**src/rtl/alarm_pkg.sv**
```systemverilog
// alarm_pkg
// Types and constants shared by the alarm blocks (state controller, clock
// counter, ringer).
//   alarm_state_t : ringer event state (IDLE / RINGING / SNOOZE)
//   TIME_W        : width of hour/minute/second fields
//   MAX_HOUR/MAX_MIN/MAX_SEC : largest legal value of each time field
package alarm_pkg;

    localparam int TIME_W   = 6;
    localparam int MAX_HOUR = 23;
    localparam int MAX_MIN  = 59;
    localparam int MAX_SEC  = 59;

    typedef enum logic [1:0] {
        ST_IDLE    = 2'd0,
        ST_RINGING = 2'd1,
        ST_SNOOZE  = 2'd2
    } alarm_state_t;

endpackage

```
**src/rtl/tick_timer.sv**
```systemverilog
// tick_timer
// Loadable down-counter advanced by a once-per-second strobe.
//   clk, rst : clock, synchronous active-high reset
//   load     : load `value` into the counter (wins over tick)
//   value    : reload value
//   tick     : decrement strobe; the counter saturates at 0
//   zero     : counter is 0, or this tick takes it from 1 to 0
module tick_timer #(
    parameter int W = 8
) (
    input  logic         clk,
    input  logic         rst,
    input  logic         load,
    input  logic [W-1:0] value,
    input  logic         tick,
    output logic         zero
);

    logic [W-1:0] cnt;

    always_ff @(posedge clk) begin
        if (rst) begin
            cnt <= '0;
        end else if (load) begin
            cnt <= value;
        end else if (tick && (cnt != '0)) begin
            cnt <= cnt - W'(1);
        end
    end

    // Flag expiry on the tick that consumes the last count, so the owner
    // can leave its state on exactly the Nth tick after loading.
    assign zero = (cnt == '0) || (tick && (cnt == W'(1)));

endmodule

```
**src/rtl/alarm_ringer.sv**
```systemverilog
// alarm_ringer
// Compares the running time against the stored alarm time once per second,
// rings the buzzer, and handles snooze (bounded count) and stop requests.
//   clk, rst                    : clock, synchronous active-high reset
//   tick_1hz                    : one-cycle strobe per second
//   cur_hour/cur_min/cur_sec    : current time
//   sethour/setmin              : stored alarm time
//   alarm_en                    : alarm armed; low forces IDLE
//   snooze, stop                : single-cycle request pulses
//   ring, buzzer, snoozing      : registered status / buzzer drive
//   snooze_cnt                  : snoozes used in the current event
//
// state   | meaning
// --------+------------------------------------------------------------
// IDLE    | no alarm event; waiting for a time match
// RINGING | buzzer active, ring timer counting down to auto-stop
// SNOOZE  | buzzer silent, snooze timer counting down to re-ring
module alarm_ringer
    import alarm_pkg::*;
#(
    parameter int SNOOZE_MIN     = 5,
    parameter int RING_TIMEOUT_S = 60,
    parameter int MAX_SNOOZE     = 3
) (
    input  logic              clk,
    input  logic              rst,
    input  logic              tick_1hz,
    input  logic [TIME_W-1:0] cur_hour,
    input  logic [TIME_W-1:0] cur_min,
    input  logic [TIME_W-1:0] cur_sec,
    input  logic [TIME_W-1:0] sethour,
    input  logic [TIME_W-1:0] setmin,
    input  logic              alarm_en,
    input  logic              snooze,
    input  logic              stop,
    output logic              ring,
    output logic              buzzer,
    output logic              snoozing,
    output logic [2:0]        snooze_cnt
);

    localparam int SNZ_TICKS = SNOOZE_MIN * 60;
    localparam int SNZ_W     = $clog2(SNZ_TICKS + 1);
    localparam int RING_W    = 8;

    alarm_state_t state, state_nxt;
    logic         buzzer_nxt;
    logic [2:0]   snooze_cnt_nxt;
    logic         match;
    logic         ring_load, ring_tick, ring_zero;
    logic         snz_load, snz_tick, snz_zero;

    assign match = alarm_en && tick_1hz
                && (cur_hour == sethour) && (cur_min == setmin)
                && (cur_sec == '0);

    // Timers see every tick of their own state; on cycles where a
    // higher-priority request wins, the timer's contents no longer matter
    // because it is reloaded before it is used again.
    assign ring_tick = tick_1hz && (state == ST_RINGING);
    assign snz_tick  = tick_1hz && (state == ST_SNOOZE);

    tick_timer #(.W(RING_W)) u_ring_timer (
        .clk   (clk),
        .rst   (rst),
        .load  (ring_load),
        .value (RING_W'(RING_TIMEOUT_S)),
        .tick  (ring_tick),
        .zero  (ring_zero)
    );

    tick_timer #(.W(SNZ_W)) u_snooze_timer (
        .clk   (clk),
        .rst   (rst),
        .load  (snz_load),
        .value (SNZ_W'(SNZ_TICKS)),
        .tick  (snz_tick),
        .zero  (snz_zero)
    );

    always_comb begin
        state_nxt      = state;
        buzzer_nxt     = buzzer;
        snooze_cnt_nxt = snooze_cnt;
        ring_load      = 1'b0;
        snz_load       = 1'b0;

        case (state)
            ST_IDLE: begin
                if (match) begin
                    state_nxt      = ST_RINGING;
                    buzzer_nxt     = 1'b1;
                    snooze_cnt_nxt = '0;
                    ring_load      = 1'b1;
                end
            end

            ST_RINGING: begin
                if (!alarm_en || stop) begin
                    state_nxt      = ST_IDLE;
                    buzzer_nxt     = 1'b0;
                    snooze_cnt_nxt = '0;
                end else if (snooze && (snooze_cnt < 3'(MAX_SNOOZE))) begin
                    state_nxt      = ST_SNOOZE;
                    buzzer_nxt     = 1'b0;
                    snooze_cnt_nxt = snooze_cnt + 3'd1;
                    snz_load       = 1'b1;
                end else if (tick_1hz) begin
                    if (ring_zero) begin
                        state_nxt  = ST_IDLE;
                        buzzer_nxt = 1'b0;
                    end else begin
                        buzzer_nxt = !buzzer;
                    end
                end
            end

            ST_SNOOZE: begin
                if (!alarm_en || stop) begin
                    state_nxt      = ST_IDLE;
                    buzzer_nxt     = 1'b0;
                    snooze_cnt_nxt = '0;
                end else if (tick_1hz && snz_zero) begin
                    state_nxt  = ST_RINGING;
                    buzzer_nxt = 1'b1;
                    ring_load  = 1'b1;
                end
            end

            default: begin
                state_nxt      = ST_IDLE;
                buzzer_nxt     = 1'b0;
                snooze_cnt_nxt = '0;
            end
        endcase
    end

    always_ff @(posedge clk) begin
        if (rst) begin
            state      <= ST_IDLE;
            buzzer     <= 1'b0;
            snooze_cnt <= '0;
            ring       <= 1'b0;
            snoozing   <= 1'b0;
        end else begin
            state      <= state_nxt;
            buzzer     <= buzzer_nxt;
            snooze_cnt <= snooze_cnt_nxt;
            ring       <= (state_nxt == ST_RINGING);
            snoozing   <= (state_nxt == ST_SNOOZE);
        end
    end

endmodule

```
**config.mk**
```make
export PLATFORM = sky130hd
export DESIGN_NAME = alarm_ringer
export DESIGN_NICKNAME = d
export VERILOG_FILES = /design/src/rtl/alarm_pkg.sv /design/src/rtl/tick_timer.sv /design/src/rtl/alarm_ringer.sv
export SDC_FILE = /design/constraint.sdc
export NUM_CORES = 1
export LEC_CHECK = 0
export BUFFER_PORTS_ARGS = -buffer_cell sky130_fd_sc_hd__buf_2
export CORE_MARGIN = 8
export CORE_UTILIZATION = 55
export CTS_CLUSTER_DIAMETER = 60
export DETAILED_ROUTE_END_ITERATION = 10
export MAX_ROUTING_LAYER = met4
export PLACE_DENSITY = 0.81
export SLEW_MARGIN = 15
export SYNTH_ARGS = -nofsm -noshare
export SYNTH_HDL_FRONTEND = slang
export SYNTH_SLANG_ARGS = --single-unit
```
**constraint.sdc**
```tcl
create_clock -name clk -period 4.4 [get_ports clk]
set_input_delay 0.44 -clock clk [delete_from_list [all_inputs] [get_ports clk]]
set_output_delay 0.44 -clock clk [all_outputs]
set_load 0.03 [all_outputs]
```
; Yosys cells after proc, flatten, opt, wreduce, memory -nomap -nowiden
; Index checks and enable logic that the tools add are counted.
[op_classes]
n_lt_le_gt_ge = 1
shift = 0
bitwise = 0
n_eq_ne = 13
n_div = 0
mux = 32
multipliers = 0
n_addsub = 3
n_reduce_logical = 29
[op_table]
columns = cell, n
row1 = $mux 9, 2
row2 = $mux 2, 7
row3 = $mux 1, 13
row4 = $eq 6x6->1, 2
row5 = $logic_and 1x1->1, 12
row6 = $mux 3, 4
row7 = $mux 6, 2
row8 = $eq 9x1->1 const B, 1
row9 = $logic_not 9->1, 1
row10 = $pmux 3 s3, 1
row11 = $reduce_bool 9->1, 1
row12 = $sub 9x1->9 const B, 1
row13 = $eq 8x1->1 const B, 1
row14 = $logic_not 8->1, 1
row15 = $reduce_bool 8->1, 1
row16 = $sub 8x1->8 const B, 1
row17 = $logic_not 6->1, 1
row18 = $ne 3x1->1 const B, 2
row19 = $pmux 2 s3, 1
row20 = $reduce_and 3->1, 2
row21 = $eq 2x1->1 const B, 2
row22 = $eq 2x2->1 const B, 2
row23 = $ne 4x2->1 const B, 1
row24 = $reduce_bool 2->1, 2
row25 = 10 further kinds, 14
[word_totals]
wordCells = 87
in_bits = 36
register_bits = 25
out_inout_bits = 6
mem_bits_rw = 0
n_memories = 0
romBits = 0
latch_bits = 0

; Longest topological paths before layout
; Gate-level depths: netlist (run 1).
[depth]
word_depth = 10
mapped_depth = 7
depth_no_buf = 7

; By module
; From an unflattened synthesis (run 1), not the netlist that was laid out.
[unflattened]
cells_unflattened = 212
area_unflattened_um2 = 1799.2
[modules_own_cells]
columns = mod, seq_area_each_um2, area_per_inst_um2, instances, cells_per_inst
row1 = alarm_ringer, 160.2, 654.4, 1, 75
row2 = tick_timer at u_ring_timer, 160.2, 590.6, 1, 72
row3 = tick_timer at u_snooze_timer, 180.2, 554.3, 1, 65

; Least setup slack after synthesis (run 1)
; No wires, ideal clock.
[synth_timing]
path_type = input -> register
start = input cur_sec[3]
end = register ring
path_buffers = 0
path_stages = 5
setup_time_ns = 0.086
t_arrival_ns = 1.636
slack_ns = 2.678
path_cell_list = nor4_1 -> nand4_1 -> or4_4 -> o211a_1 -> a211oi_1
[synth_via]
elab_chain_len = 5
[synth_rtl]
columns = item, line_no
row1 = "start, declared", alarm_ringer.sv:30  ; input logic [TIME_W-1:0] cur_sec,
row2 = $logic_not 6->1, alarm_ringer.sv:55  ; && (cur_sec == '0);
row3 = $logic_and 1x1->1, alarm_ringer.sv:55
row4 = $mux 2, alarm_ringer.sv:90  ; if (match) begin
row5 = $pmux 2 s3, alarm_ringer.sv:88  ; case (state)
row6 = $eq 2x1->1, alarm_ringer.sv:149  ; ring <= (state_nxt == ST_RINGING);
row7 = "end signal, assigned", alarm_ringer.sv:149
row8 = "end, declared", alarm_ringer.sv:36  ; output logic ring,
; Every way passes these cells.
; A chain may end at the register's enable or synchronous reset.

; Final worst setup path (run 1)
[layout_timing]
start = register state[1]
end = register u_snooze_timer.cnt[8]
[layout_via]
elab_chain_len = 4
elab_cells_between_ends = 7
[layout_rtl]
columns = item, line_no
row1 = "start, declared", alarm_ringer.sv:46  ; alarm_state_t state, state_nxt;
row2 = "start signal, assigned", alarm_ringer.sv:146  ; state <= state_nxt;
row3 = $eq 2x2->1, alarm_ringer.sv:61  ; assign snz_tick = tick_1hz && (state == ST_SNOOZE);
row4 = $logic_and 1x1->1, alarm_ringer.sv:61
row5 = $logic_and 1x1->1, tick_timer.sv:26  ; end else if (tick && (cnt != '0)) begin
row6 = $reduce_bool 2->1 (no line), n/a
row7 = "end signal, assigned", tick_timer.sv:25  ; cnt <= value;
row8 = "end signal, assigned", tick_timer.sv:27  ; cnt <= cnt - W'(1);
row9 = "end, declared", tick_timer.sv:19  ; logic [W-1:0] cnt;
; Several ways; a longest one is shown, not always the timed one.

==> results of run 1 <==
==> power by group <==
part           internal (mW)  switching (mW)  total [mW]
logic                 0.0211          0.0153      0.0364
clock network         0.0341          0.0707       0.105
registers              0.226     0.000000233       0.226
==> per-stage QoR <==
step           utilization (%)  hold WS (ps)  cells  setup WS, ps  instance area [um2]
6_report                  65.6           496    234          2340                 1750
5_1_grt                   65.6           489    234          2100                 1750
4_1_cts                   65.6           484    234          2350                 1750
3_5_place_dp              64.5           494    230          2360                 1720
3_3_place_gp              64.5           502    230          2420                 1720
2_1_floorplan                -           489    164          2680                 1500
==> final timing paths <==
kind	start	endpoint	slack, ps	cells past startpoint
max	state[1]	u_snooze_timer.cnt[8]	2340	5
min	stop	state[1]	500	4
max reg2reg	state[1]	u_snooze_timer.cnt[8]	2340	5
min reg2reg	buzzer	buzzer	510	2
==> cells in the mapped netlist (3+ instances only) <==
cell                       number
sky130_fd_sc_hd__a21oi_1        6
sky130_fd_sc_hd__nand4_1        6
sky130_fd_sc_hd__buf_2          4
sky130_fd_sc_hd__nand2_1        7
sky130_fd_sc_hd__ha_1           7
sky130_fd_sc_hd__nor2_1        12
sky130_fd_sc_hd__nand3_1        5
sky130_fd_sc_hd__nor3_1        10
sky130_fd_sc_hd__a211oi_1       6
sky130_fd_sc_hd__inv_1          6
sky130_fd_sc_hd__a311oi_1       6
sky130_fd_sc_hd__dfxtp_1       25
sky130_fd_sc_hd__xnor2_1       18
sky130_fd_sc_hd__o21ba_2        4
sky130_fd_sc_hd__nand3b_1       3
sky130_fd_sc_hd__xor2_1         7
==> worst max-delay path, cell delays in order (launching register included) <==
cell and delay (ps):
sky130_fd_sc_hd__dfxtp_1 580, sky130_fd_sc_hd__nand3b_1 140, sky130_fd_sc_hd__a31oi_1 710, sky130_fd_sc_hd__nand4_1 200, sky130_fd_sc_hd__xor2_1 190, sky130_fd_sc_hd__a21oi_1 170
==> flip-flops by register name, indices dropped and copies added (netlist names) <==
name and cells:
buzzer 1, snooze_cnt 3, state 2, u_ring_timer.cnt 8, ring 1, u_snooze_timer.cnt 9, snoozing 1
==> cells by family (layout without fill, tap and decap cells) <==
kind of cell	count (synthesis)	count (layout)
buffers and inverters	12	51
adder cells (fa/ha/maj)	7	7
AO/OA/AOI/OAI	34	34
flip-flops	25	25
XOR/XNOR	25	25
AND/OR/NAND/NOR	61	61
==> layer usage <==
metal | GRT usage, % | part of all wire (%)
met3 | 4.75 | 5.3
met2 | 28.0 | 48
met1 | 18.7 | 46
met5 | - | 0
met4 | 4.60 | 1.3
==> area by class of cell <==
type	count	area, um2
clock inverter	1	5.00
timing repair buffer	41	205
tap	31	38.8
multi-input combinational	127	951
fill	231	917
inverter	6	22.5
clock buffer	3	22.5
sequential	25	500
==> placed cells by master, fill, tap and decap left out, drive strengths merged, types with 2 or more instances in the layout <==
master,netlist,final
nand4b,2,2
nand4,6,6
ha,7,7
o21ba,4,4
nor4,3,3
inv,6,6
a311oi,6,6
nand3,5,5
nor2,12,12
o21ai,2,2
a31oi,2,2
buf,4,41
nor4bb,2,2
a221oi,2,2
dfxtp,25,25
xor2,7,7
nand3b,3,3
a21oi,6,6
nand2,7,7
nor3,10,10
xnor2,18,18
a211oi,6,6
clkbuf,2,3
a2111oi,2,2
or2,2,2
o211ai,2,2
==> results.cfg, run 1 <==
[timing]
max_slew_margin_pct = 37.9
setup-violations-final = 0
final.setup.tns_ps = 0
tightest_slew_ps = 928
report.final.slew_viol_count = 0
max_freq_mhz = 485
hold_violations = 0
worst_clk_skew_ps = 6.99
post-route-period-util_pct = 46.8
timing.final.crit_period_ps = 2060
grt_setup_unrepaired = false

[yosys]
synth_ff_type = sky130_fd_sc_hd__dfxtp_1
synth.mux.area_fraction_pct = 0
post_synthesis_share_of_cell_area_spent_on_full_adders_half_adders_and_majority_gates_pct = 5.83
number_of_nets_in_the_synthesized_netlist = 207
fraction_of_registers_with_async_set_or_reset_after_synthesis_pct = 0
post_synth_xor_area_fraction_pct = 14.6
ys_top_cells_by_area = sky130_fd_sc_hd__dfxtp_1 (33%), sky130_fd_sc_hd__xnor2_1 (10%), sky130_fd_sc_hd__ha_1 (5.8%), sky130_fd_sc_hd__xor2_1 (4.1%), sky130_fd_sc_hd__a311oi_1 (3.5%)
ys_seq_area_share_pct = 33.3
main_combinational_cell_family_by_area_after_synthesis = simple AND/OR/NAND/NOR gates
post_synth.cell_area_avg_um2 = 9.16
syn_area_um2 = 1500
synth-simple-area-share_pct = 24.9
synth_cell_types = 41
yosysTopAreaCell = sky130_fd_sc_hd__dfxtp_1
synth_compound_gate_area_share_pct = 18.0
yosysTopAreaCellShare_pct = 33.3
number_of_flops_mapped_to_enable_cells_by_yosys = 0
yosys_register_bits = 25
synthesis.yosys.warnings = 0
synth_cells = 164

[clocking]
cts.clk_slew.worst_paths_ps = 140
htree_num_levels = 1
tritoncts_buffer_count = 3
insertion_delay_ps = 320
clock_tree.root_cell = sky130_fd_sc_hd__clkbuf_4
cts_post_setup_buffers_inserted = 0
bufs_on_longest_clock_path = 2
tritoncts_num_sinks = 25
cts_tree = done
postCtsHoldBufs = 0
post_cts_resized = 0

[min_path]
hold_class = in -> reg

[critical_path]
worst-path-max-fanout = 13
worstSetupPathType = reg -> reg
critical_path.endpoint_type = flop
worst_ep_arrival_time_ps = 2320
worstSetupStartpointType = flop
cp.required_ps = 4660

[placement]
hpwl_after_detailed_placement_um = 2820
gp_congestion = 0.854
port_buffers = 41

[die]
die_h_um = 68.3
floorplan.io_pins = 42
dieWidth_um = 68.3
rows = 19
die_footprint_um2 = 4660
fp.coreArea_um2 = 2660
start_util_pct = 56.4

[layout]
drive_above_1_share_pct = 27.1
n_antenna_cell = 0
area_growth_pct = 16.2
final_nets = 247

[routing]
avgRoutedWirePerCell_um = 15.5
via_per_inst = 6.13
postRouteWirelength_um = 3640
drtAntennaViolNets = 0
via_count = 1434
drc = 0
1st_pass_router_iterations = 4
1st_iter_drt_viols = 78

[global_routing]
grt_usage_pct = 16.6
globalRouteOverflowTotal = 0
wire_length_of_the_first_global_routing_pass_um = 5990
grt_pass1_vias = 1462
grt_max_degree = 26
grt_antenna_before_repair = 0

[power_and_ir_drop]
static-leakage-power_nw = 0.647
power_per_cell_area_nw_per_um2 = 211
worst_ir_drop_vdd_uv = 192
design_power_total_mw = 0.368

[flow_run]
maxCapViolations = 0

[run_status]
run_status = complete, no violations
Power figures use the tool's default switching activity.
==> run 2, diff against run 1 <==
Settings changed: CORE_UTILIZATION 55 to 51, PLACE_DENSITY 0.81 to 0.75.
Clock period 4.4 ns to 1.9 ns, I/O delays scaled along.
==> results.cfg, run 2 (synthesis results as in run 1) <==
[layout]
mostFrequentLayoutCell = sky130_fd_sc_hd__buf_2
n_antenna_cell = 0
area_growth_pct = 17.4
final_nets = 249
top_regs = u_snooze_timer.cnt (9), u_ring_timer.cnt (8), snooze_cnt (3)
layout.cells.most_common_list = sky130_fd_sc_hd__buf_2 (41), sky130_fd_sc_hd__dfxtp_1 (24), sky130_fd_sc_hd__xnor2_1 (18), sky130_fd_sc_hd__nor2_1 (12), sky130_fd_sc_hd__nor3_1 (10)
drive_above_1_share_pct = 28.3
filler_cell_count = 272
largest_reg_flops = 9
largest-register = u_snooze_timer.cnt

[power_and_ir_drop]
worst_ir_drop_vdd_uv = 379
static-leakage-power_nw = 0.658
power_per_cell_area_nw_per_um2 = 481

[timing]
final_critical_path_setup_slack_ps = 112
worst_clk_skew_ps = 6.63
tightest_slew_ps = 518
max_freq_mhz = 559
report.final.slew_viol_count = 0
timing.final.crit_period_ps = 1790
max_slew_margin_pct = 65.0
setup-violations-final = 0
final.setup.tns_ps = 0
hold_violations = 0
grt_setup_unrepaired = false
post-route-period-util_pct = 94.1

[critical_path]
crit_path_cell_chain = and3b_1, o211ai_1, or2_1, o21ai_2, a2111oi_1
worst-path-max-fanout = 14
timing.critical_path.slowest_cell_delay_ps = 580
critical_path.slowest_cell = sky130_fd_sc_hd__dfxtp_1
cp.required_ps = 2110
worst_ep_arrival_time_ps = 2000
worstSetupStartpointType = flop
critical_path.top_delay_family = compound AO/OA/AOI/OAI gates
worstSetupPathType = reg -> reg
critPathBufInv = 0
critical_path.endpoint_type = flop

[clocking]
tritoncts_buffer_count = 3
htree_num_levels = 1
cts.clk_slew.worst_paths_ps = 140
cts_tree = done
clock_tree.root_cell = sky130_fd_sc_hd__clkbuf_4
bufs_on_longest_clock_path = 2
cts_post_setup_buffers_inserted = 0
postCtsHoldBufs = 0
insertion_delay_ps = 320
tritoncts_num_sinks = 25

[routing]
drtAntennaViolNets = 0
1st_pass_router_iterations = 4
1st_iter_drt_viols = 77
postRouteWirelength_um = 3390
via_count = 1383
drc = 0
avgRoutedWirePerCell_um = 14.4
via_per_inst = 5.86

[placement]
gp_congestion = 0.815
port_buffers = 41
hpwl_after_detailed_placement_um = 2770
dpl_worst_slack_ps = 114

[die]
die_h_um = 70.3
die_footprint_um2 = 4940
start_util_pct = 54.0
dieWidth_um = 70.3
fp.coreArea_um2 = 2780
floorplan.io_pins = 42
rows = 19

[global_routing]
globalRouteOverflowTotal = 0
grt_pass1_vias = 1347
grt_usage_pct = 13.7
wire_length_of_the_first_global_routing_pass_um = 5630
grt_antenna_before_repair = 0
grt_max_degree = 26

[run_status]
run_status = complete, no violations

[flow_run]
maxCapViolations = 0

[min_path]
hold_class = in -> reg
## run 2: timing repair
| action | CTS | global route |
|---|---|---|
| gates resized for setup | 0 | 2 |
| endpoints found under the hold margin | 0 | 0 |
| setup endpoints to repair | 0 | 1 |
## run 2: through the flow
step	hold slack, ps	area [um2]	utilization, %	instances	power, mW
5_1_grt	257	1760	63.4	236	0.885
6_report	258	1760	63.4	236	0.849
3_3_place_gp	466	1730	62.3	232	0.618
4_1_cts	240	1760	63.3	236	0.856
3_5_place_dp	484	1730	62.3	232	0.621
2_1_floorplan	273	1500	-	164	0.573
## run 2: path summary, 6_finish.rpt
check	endpoint	cells after the start	slack, ps	startpoint
worst min register to register	buzzer	2	500	buzzer
worst max register to register	u_ring_timer.cnt[1]	5	110	state[0]
worst max-delay path	u_ring_timer.cnt[1]	5	110	state[0]
worst min-delay path	snooze_cnt[2]	3	260	alarm_en
## run 2: worst reg2reg max path, delay by kind of cell, from the launching register on
kind,cells,cell delay [ps]
compound gates,3,700
flops,1,580
simple gates,2,390
## run 2: report_power, final
| part | leakage [nW] | internal, mW | switching, mW |
|---|---|---|---|
| Combinational | 0.439 | 0.0490 | 0.0354 |
| Clock | 0.0177 | 0.0789 | 0.161 |
| Sequential | 0.202 | 0.524 | 0.000000505 |
| Total | 0.658 | 0.652 | 0.196 |
## run 2: cell type report
type	instances	area, um2	share of cell area [%]
clock buffer	3	22.5	1.28
clock inverter	1	5.00	0.284
inverter	6	22.5	1.28
multi-input combinational	127	952	54.0
sequential	25	502	28.5
tap	31	38.8	2.20
timing repair buffer	43	220	12.5
## run 2: metal layers
layer	track usage, %	share of wire [%]	up-vias
met5	-	0	-
met3	3.81	7.2	6
met4	4.46	1.1	0
met1	17.3	49	616
met2	20.6	42	69
li1	-	-	692
==> run 3, diff against run 2 <==
Settings changed: ABC_AREA from default to 1, CELL_PAD_IN_SITES_DETAIL_PLACEMENT from default to 1, CELL_PAD_IN_SITES_GLOBAL_PLACEMENT from default to 1, CORE_UTILIZATION 51 to 36, PLACE_DENSITY 0.75 to 0.76.
==> results.cfg, run 3 <==
[routing]
drtAntennaViolNets = 0
highest_layer = met4
1st_pass_router_iterations = 4
avgRoutedWirePerCell_um = 11.5
route.layer.met1.wl_um = 2140
via_per_inst = 4.53
wl_met3_um = 176
via_count = 1839
postRouteWirelength_um = 4660
drc = 0
detailroute.wirelength.met2_um = 2330
1st_iter_drt_viols = 48

[die]
dieWidth_um = 86.1
start_util_pct = 37.5
fp.coreArea_um2 = 4720
floorplan.io_pins = 42
die_h_um = 86.1
rows = 25
die_footprint_um2 = 7420

[global_routing]
grt_pass1_vias = 1898
wire_length_of_the_first_global_routing_pass_um = 8190
grt_antenna_before_repair = 0
grt_max_degree = 16
grt_usage_pct = 13.7
globalRouteOverflowTotal = 0

[clocking]
bufs_on_longest_clock_path = 2
postCtsHoldBufs = 0
htree_num_levels = 1
tritoncts_buffer_count = 3
cts_tree = done
cts.clk_slew.worst_paths_ps = 100
post_cts_resized = 0
tritoncts_num_sinks = 25
insertion_delay_ps = 280
clock_tree.root_cell = sky130_fd_sc_hd__clkbuf_8
cts_post_setup_buffers_inserted = 0

[layout]
filler_cell_count = 682
area_growth_pct = 18.4
mostFrequentLayoutCell = sky130_fd_sc_hd__nand2_1
multi_input_logic_area_um2 = 1010
largest-register = u_snooze_timer.cnt
top_regs = u_snooze_timer.cnt (9), u_ring_timer.cnt (8), snooze_cnt (3)
layout.cells.most_common_list = sky130_fd_sc_hd__nand2_1 (83), sky130_fd_sc_hd__inv_1 (59), sky130_fd_sc_hd__buf_2 (41), sky130_fd_sc_hd__nor2_1 (38), sky130_fd_sc_hd__dfxtp_1 (25)
largest_reg_flops = 9
drive_above_1_share_pct = 18.9
final_nets = 383
postLayoutCoreUtil_pct = 44.4
seqCellArea_um2 = 500
n_antenna_cell = 0

[critical_path]
reg2reg_setup_slack_ps = 190
worstSetupStartpointType = flop
critical_path.endpoint_type = flop
worstSetupPathType = reg -> reg
worst_ep_arrival_time_ps = 1900
worst-path-max-fanout = 8
cp.required_ps = 2090

[power_and_ir_drop]
power_per_cell_area_nw_per_um2 = 461
switching_portion_of_total_power_pct = 25.6
static-leakage-power_nw = 1.16
total_switching_power_mw = 0.248
worst_ir_drop_vdd_uv = 345
power_frac_comb_pct = 10.3
power.clock.fraction_pct = 35.5
cell_internal_pwr_mw = 0.719
design_power_total_mw = 0.967
seq_power_share_pct = 54.1

[yosys]
post_synth.cell_area_avg_um2 = 6.00
synth_cell_types = 25
synthesis.yosys.warnings = 0
number_of_flops_mapped_to_enable_cells_by_yosys = 0
synth_ff_type = sky130_fd_sc_hd__dfxtp_1
ys_seq_area_share_pct = 28.3
syn_area_um2 = 1770
dominant_cell_by_count_in_the_synthesized_netlist = sky130_fd_sc_hd__nand2_1
number_of_nets_in_the_synthesized_netlist = 338
synth_cells = 295
fraction_of_registers_with_async_set_or_reset_after_synthesis_pct = 0
yosysTopAreaCell = sky130_fd_sc_hd__dfxtp_1
yosys_register_bits = 25
ys_top_cells_by_area = sky130_fd_sc_hd__dfxtp_1 (28%), sky130_fd_sc_hd__nand2_1 (18%), sky130_fd_sc_hd__inv_1 (13%), sky130_fd_sc_hd__nor2_1 (8.1%), sky130_fd_sc_hd__ha_1 (4.9%)
synth_commonest_cells = sky130_fd_sc_hd__nand2_1 (83), sky130_fd_sc_hd__inv_1 (59), sky130_fd_sc_hd__nor2_1 (38), sky130_fd_sc_hd__dfxtp_1 (25), sky130_fd_sc_hd__nand3_1 (17)
yosysTopAreaCellShare_pct = 28.3

[timing]
final.setup.tns_ps = 0
hold_violations = 0
timing.final.crit_period_ps = 1710
grt_setup_unrepaired = false
max_freq_mhz = 584
setup-violations-final = 0
tightest_slew_ps = 375
max_slew_margin_pct = 74.8
post-route-period-util_pct = 90.1
report.final.slew_viol_count = 0
worst_clk_skew_ps = 9.82

[placement]
port_buffers = 41
hpwl_after_detailed_placement_um = 3960
gp_congestion = 0.880

[run_status]
run_status = complete, no violations

[flow_run]
maxCapViolations = 0

[min_path]
hold_class = in -> reg
## run 3: kinds of logic after synthesis
| family | Yosys count | share of synthesized area, % |
|---|---|---|
| simple gates | 165 | 41.8 |
| buf+inv | 65 | 14.4 |
| compound gates | 28 | 8.06 |
| flops | 25 | 28.3 |
| fa+ha+maj | 7 | 4.95 |
| xor+xnor | 5 | 2.47 |
## run 3: cell type report
cell class	count	area share, %
multi-input combinational	205	48.4
sequential	25	23.9
inverter	63	11.3
timing repair buffer	42	10.1
tap	67	4.00
clock buffer	3	1.97
clock inverter	1	0.358
## run 3: routing by layer
| layer | up-vias | GRT usage, % |
|---|---|---|
| met2 | 21 | 25.2 |
| met4 | 0 | 2.39 |
| met5 | - | - |
| li1 | 983 | - |
| met1 | 833 | 14.8 |
| met3 | 2 | 3.06 |
## run 3: worst max-delay path: stages, from the launching register on
cell and delay (ps):
sky130_fd_sc_hd__dfxtp_1 360, sky130_fd_sc_hd__inv_1 120, sky130_fd_sc_hd__ha_1 230, sky130_fd_sc_hd__nand3_1 100, sky130_fd_sc_hd__nor2_1 50, sky130_fd_sc_hd__nor2_2 280
sky130_fd_sc_hd__nand3b_1 150, sky130_fd_sc_hd__nor2_1 150, sky130_fd_sc_hd__nand3_1 90, sky130_fd_sc_hd__nand2_1 60, sky130_fd_sc_hd__nor2_1 40
## run 3: path summary, 6_finish.rpt
kind | from | to | cells past startpoint
setup / recovery | u_snooze_timer.cnt[0] | u_snooze_timer.cnt[6] | 10
hold / removal | rst | u_ring_timer.cnt[5] | 2
setup reg to reg | u_snooze_timer.cnt[0] | u_snooze_timer.cnt[6] | 10
hold reg to reg | u_snooze_timer.cnt[7] | u_snooze_timer.cnt[7] | 2
## run 3: metrics by stage
step | setup WS [ps] | hold WS [ps] | cells | area, um2
after floorplan | 535 | 408 | 295 | 1770
after global placement | 308 | 460 | 402 | 2050
after detailed placement | 193 | 468 | 402 | 2050
after CTS | 169 | 216 | 406 | 2100
after global routing | 18.5 | 221 | 406 | 2100
final | 188 | 212 | 406 | 2100
## run 3: power by group through the flow
stage | Clock [mW] | Sequential [mW] | Combinational (mW)
after floorplan | 0 | 0.536 | 0.0498
after global placement | 0 | 0.536 | 0.0980
after detailed placement | 0 | 0.536 | 0.102
after CTS | 0.352 | 0.524 | 0.102
after global routing | 0.376 | 0.524 | 0.115
final | 0.344 | 0.524 | 0.0998
